`src/rtl/mpm_code_loader.sv`:
```
// MPM code loader: serial nibble stream into the code RAM,
// holding the CPU in reset while loading and optionally starting it.
module mpm_code_loader #(
  parameter int ADDR_W      = 8,
  parameter int DATA_W      = 4,
  parameter int SYNC_STAGES = 2,
  parameter bit AUTO_RUN    = 1'b1
) (
  input  logic              clk,
  input  logic              reset,
  input  logic              scs_n,
  input  logic              sclk,
  input  logic              sdata,
  output logic [ADDR_W-1:0] ram_add,
  output logic [DATA_W-1:0] ram_din,
  output logic              ram_we,
  output logic              cpu_hold,
  output logic              cpu_run,
  output logic [ADDR_W:0]   nib_count,
  output logic [7:0]        checksum,
  output logic              frame_err
);

  localparam int CW = (DATA_W > 1) ? $clog2(DATA_W) : 1;
  localparam logic [CW-1:0] LAST = CW'(DATA_W - 1);

  typedef enum logic [2:0] {
    IDLE, SHIFT, WRITE, FINISH, RUN
  } state_t;

  state_t state_q;

  logic [SYNC_STAGES-1:0] cs_sync_q;
  logic [SYNC_STAGES-1:0] ck_sync_q;
  logic [SYNC_STAGES-1:0] dt_sync_q;
  logic cs_s, ck_s, dt_s;

  // Edge-detect stage: cs_q and dat_q are delayed to line up with rise_q.
  logic ck_prev_q, rise_q, dat_q, cs_q;

  logic [CW-1:0]     cnt_q;
  logic [DATA_W-1:0] shift_q;
  logic [ADDR_W-1:0] add_q;
  logic [DATA_W-1:0] din_q;
  logic              we_q, hold_q, run_q, err_q;
  logic [ADDR_W:0]   nib_q;
  logic [7:0]        cks_q;
  logic [DATA_W-1:0] nib_d;

  assign cs_s  = cs_sync_q[SYNC_STAGES-1];
  assign ck_s  = ck_sync_q[SYNC_STAGES-1];
  assign dt_s  = dt_sync_q[SYNC_STAGES-1];
  assign nib_d = {shift_q[DATA_W-2:0], dat_q};

  always_ff @(posedge clk or posedge reset) begin
    if (reset) begin
      cs_sync_q <= '1;
      ck_sync_q <= '0;
      dt_sync_q <= '0;
      ck_prev_q <= 1'b0;
      rise_q    <= 1'b0;
      dat_q     <= 1'b0;
      cs_q      <= 1'b1;
    end else begin
      cs_sync_q <= {cs_sync_q[SYNC_STAGES-2:0], scs_n};
      ck_sync_q <= {ck_sync_q[SYNC_STAGES-2:0], sclk};
      dt_sync_q <= {dt_sync_q[SYNC_STAGES-2:0], sdata};
      ck_prev_q <= ck_s;
      rise_q    <= ck_s & ~ck_prev_q;
      dat_q     <= dt_s;
      cs_q      <= cs_s;
    end
  end

  always_ff @(posedge clk or posedge reset) begin
    if (reset) begin
      state_q <= IDLE;
      cnt_q   <= '0;
      shift_q <= '0;
      add_q   <= '0;
      din_q   <= '0;
      we_q    <= 1'b0;
      hold_q  <= 1'b0;
      run_q   <= 1'b0;
      err_q   <= 1'b0;
      nib_q   <= '0;
      cks_q   <= '0;
    end else begin
      case (state_q)
        IDLE: begin
          hold_q <= 1'b0;
          run_q  <= 1'b0;
          if (!cs_q) begin
            nib_q   <= '0;
            cks_q   <= '0;
            err_q   <= 1'b0;
            cnt_q   <= '0;
            add_q   <= '0;
            hold_q  <= 1'b1;
            state_q <= SHIFT;
          end
        end
        SHIFT: begin
          if (rise_q && cnt_q == LAST) begin
            shift_q <= nib_d;
            cnt_q   <= '0;
            // RAM already full: consume the nibble but do not write it.
            if (nib_q[ADDR_W]) begin
              err_q <= 1'b1;
            end else begin
              we_q    <= 1'b1;
              din_q   <= nib_d;
              state_q <= WRITE;
            end
          end else if (cs_q) begin
            if (cnt_q != '0) err_q <= 1'b1;
            state_q <= FINISH;
          end else if (rise_q) begin
            shift_q <= nib_d;
            cnt_q   <= cnt_q + 1'b1;
          end
        end
        WRITE: begin
          we_q    <= 1'b0;
          add_q   <= add_q + 1'b1;
          nib_q   <= nib_q + 1'b1;
          cks_q   <= cks_q + 8'(din_q);
          state_q <= SHIFT;
        end
        FINISH: begin
          hold_q <= 1'b0;
          if (AUTO_RUN && !err_q && nib_q != '0) begin
            run_q   <= 1'b1;
            state_q <= RUN;
          end else begin
            state_q <= IDLE;
          end
        end
        RUN: begin
          run_q   <= 1'b0;
          state_q <= IDLE;
        end
        default: state_q <= IDLE;
      endcase
    end
  end

  assign ram_add   = add_q;
  assign ram_din   = din_q;
  assign ram_we    = we_q;
  assign cpu_hold  = hold_q;
  assign cpu_run   = run_q;
  assign nib_count = nib_q;
  assign checksum  = cks_q;
  assign frame_err = err_q;

endmodule
```
`config.mk`:
```
export PLATFORM = sky130hd
export DESIGN_NAME = mpm_code_loader
export DESIGN_NICKNAME = d
export VERILOG_FILES = /design/src/rtl/mpm_code_loader.sv
export SDC_FILE = /design/constraint.sdc
export NUM_CORES = 1
export LEC_CHECK = 0
export BUFFER_PORTS_ARGS = -buffer_cell sky130_fd_sc_hd__buf_2
export CAP_MARGIN = 20
export CORE_MARGIN = 1
export CORE_UTILIZATION = 55
export CTS_BUF_LIST = sky130_fd_sc_hd__clkbuf_16
export DETAILED_ROUTE_END_ITERATION = 8
export PLACE_DENSITY = 0.85
export SYNTH_ARGS = -nofsm -noshare
export SYNTH_HDL_FRONTEND = slang
export SYNTH_SLANG_ARGS = --single-unit
```
`constraint.sdc`:
```
create_clock -name clk -period 2.5 [get_ports clk]
set_input_delay 0.5 -clock clk [delete_from_list [all_inputs] [get_ports clk]]
set_output_delay 0.5 -clock clk [all_outputs]
set_load 0.01 [all_outputs]
```
==> results.yml <==
outcome:
  status: "completed"
die:
  die_y_um: 67.0
  dieArea_sq_um: 4490
  boundaryPins: 38
  start_util: 0.577
  core_area_sq_um: 4030
  die_x_um: 67.0
  rows: 23
cells_and_area:
  design_area_sq_um: 2720
  nNetsFinal: 266
  fillers: 303
  final_util: 0.674
  drive_gt1_frac: 0.250
  antenna_cells: 0
  area_growth_pct: 16.7
worst_setup_path:
  crit_chain: "or4_4 -> and2_4 -> o21ai_0 -> o21ai_0"
  timing.rr.start: "state_q[1]$_DFFE_PP0P_"
  end_kind: "register"
  crit_path_start_kind: "register"
  crit_slowest_cell: "or4_4"
  critical_path.startpoint: "state_q[1]$_DFFE_PP0P_"
  cp_num_cells: 4
  crit_required_ns: 2.66
  reg2reg_depth: 4
  crit_type: "register to register"
  slowest_delay_ns: 0.67
  cp_max_fo: 15
  r2r_end: "ram_add[4]$_DFFE_PP0P_"
  crit_path_frequent_cell: "o21ai_0"
  crit_end: "ram_add[4]$_DFFE_PP0P_"
  arrival_ns: 2.01
  critPathBufInv: 0
  cp_top_family: "simple AND/OR/NAND/NOR gates"
  ff2ff_setup_slack_ns: 0.65
cts:
  insertion_delay_ns: 0.29
  cts.clk_slew.worst_paths_ns: 0.07
  cts_tree: "done"
  cts_setup_buffers: 0
  htree_levels: 2
  clock-root-buffer: "clkbuf_16"
  cts.sinks: 51
  numCtsBuffers: 5
  cts_max_path_buffers: 2
  cts_resized: 0
  cts_hold_buf: 0
sta:
  holdWs_ns: 0.236
  setup_viol: 0
  fin_crit_ns: 1.85
  grt_setup_unrepaired: "false"
  worst_pin_slew_ns: 0.502
  slew_viol_final: 0
  fin_skew_ns: 0.00635
  tns_ns: 0
  hold_violations: 0
  clock.fmax_ghz: 0.541
  fin_crit_sh: 0.739
  relSlewSlack: 0.665
logic_synthesis:
  syn_area_sq_um: 2330
  syn_nets: 227
  yosys.area.top_type: "dfrtp_1"
  synth_top_area_frac: 0.516
  synth_cells: 212
  synth_xor_area_frac: 0.00753
  yosys.area_share.adder: 0.0570
  synth-seq-cells: 51
  synth_most_common_cell: "dfrtp_1"
  synth-simple-area-share: 0.158
  synthTopCellsByCount: "dfrtp_1 (48), nand2_1 (24), o21ai_0 (23)"
  synth_top_family_by_area: "simple AND/OR/NAND/NOR gates"
  synth_ff_type: "dfrtp_1"
  ys_async_sr_fraction: 1.00
  synthMuxAreaShare: 0.0726
  syn_avg_cell_area_sq_um: 11.0
  ys_types: 37
  synth_edf_count: 0
  seq_area_frac_synth: 0.550
  synthTopCellsByArea: "dfrtp_1 (52%), o21ai_0 (4.9%), ha_1 (4.8%)"
  synth_warnings: 0
  synth_compound_area_frac: 0.118
place:
  gp_congestion: 0.830
  detailed_place_hpwl_um: 3160
  port_buffers: 37
  placed_area_sq_um: 2550
pwr:
  pwr-share-seq: 0.451
  power_switching_uw: 798
  swShare: 0.315
  vdd_drop_max_mv: 0.574
  p_per_area_nw_per_um2: 934
  p_leak_nw: 1.42
  intPower_mw: 1.74
  share_comb_of_total_power: 0.253
  clkPwrFrac: 0.296
run:
  drv_cap: 0
global_routing:
  grt_overflow: 0
  grt_pass1_vias: 1657
  antenna_found_initial: 0
  track_usage: 0.237
  grt_max_degree: 28
  grt_pass1_wl_um: 7730
routing:
  drtIter0Drc: 95
  via_count: 1710
  wl_per_cell_um: 15.1
  route.detailed.drc: 0
  drt_pass1_iterations: 4
  vias_per_cell: 5.66
  ant_nets: 0
  drt_wl_total_um: 4570
worst_hold_path:
  hp-class: "primary input to asynchronous set/reset pin"
-- kinds of logic (layout without fill, tap and decap cells) --
logic type	after synthesis	after routing
and+or+nand+nor	72	72
DFF	51	51
AOI/OAI and AO/OA	44	44
buffers and inverters	17	57
muxes	16	16
adders and majority gates	10	10
xor gates and xnor gates	2	2
-- state kept, by name, summed over array words and instances (netlist names) --
signal     cells
state_q        3
checksum       8
shift_q        3
ram_din        4
cpu_hold       1
ck_prev_q      1
ck_sync_q      2
cs_sync_q      2
ram_we         1
frame_err      1
cpu_run        1
rise_q         1
cs_q           1
dt_sync_q      2
cnt_q          2
dat_q          1
ram_add        8
nib_count      9
-- worst reg2reg max path: stages (launching register included) --
cell and delay (ns):
dfrtp_1 0.52, or4_4 0.68, and2_4 0.26, o21ai_0 0.16
o21ai_0 0.11
-- routing by layer --
metal / share of wire / global-route usage / wire, um
met1: 0.46 / 0.322 / 2090
met2: 0.48 / 0.359 / 2200
met3: 0.042 / 0.0634 / 194
met4: 0.018 / 0.0957 / 81
met5: 0 / 0 / 0
-- layout make-up --
cell class | instances | area [sq um] | share of cell area
Clock inverter | 3 | 38.8 | 0.0143
Inverter | 9 | 33.8 | 0.0124
Sequential cell | 51 | 1280 | 0.471
Multi-Input combinational cell | 144 | 967 | 0.356
Clock buffer | 5 | 125 | 0.0461
Timing Repair Buffer | 40 | 208 | 0.0765
Tap cell | 50 | 62.6 | 0.0230
-- placed cells by master (no fill, tap or decap), types with 7 or more instances in the layout --
master,instances
o21ai_0,23
buf_2,37
dfrtp_1,48
nor2_1,10
inv_1,8
ha_1,9
mux2_2,7
mux2i_1,9
nand3_1,10
nand2_1,24
-- through the flow --
stage	total power [mW]	std cells	setup slack, ns
after CTS	2.55	302	0.662
after floorplan	1.59	212	0.729
after detailed placement	1.79	294	0.674
final	2.54	302	0.652
after global routing	2.69	302	0.527
after global placement	1.75	294	0.728
-- worst min path at each step --
stage / startpoint / end / slack [ns] / depth (start not counted)
floorplan: ck_sync_q[0]$_DFF_PP0_ / ck_sync_q[1]$_DFF_PP0_ / 0.33 / 0
global placement: ck_sync_q[0]$_DFF_PP0_ / ck_sync_q[1]$_DFF_PP0_ / 0.33 / 0
detailed placement: ck_sync_q[0]$_DFF_PP0_ / ck_sync_q[1]$_DFF_PP0_ / 0.34 / 0
CTS: reset / dt_sync_q[0]$_DFF_PP0_ / 0.25 / 2
global route: reset / ck_prev_q$_DFF_PP0_ / 0.28 / 2
finish: reset / dt_sync_q[0]$_DFF_PP0_ / 0.24 / 2
-- power groups by stage --
stage               logic (mW)  registers, mW  clock network (mW)
detailed placement       0.636           1.15                   0
global placement         0.612           1.14                   0
finish                   0.641           1.14               0.751
CTS                      0.647           1.14               0.760
floorplan                0.457           1.13                   0
global route             0.730           1.17               0.795
Power figures use the tool's default switching activity.
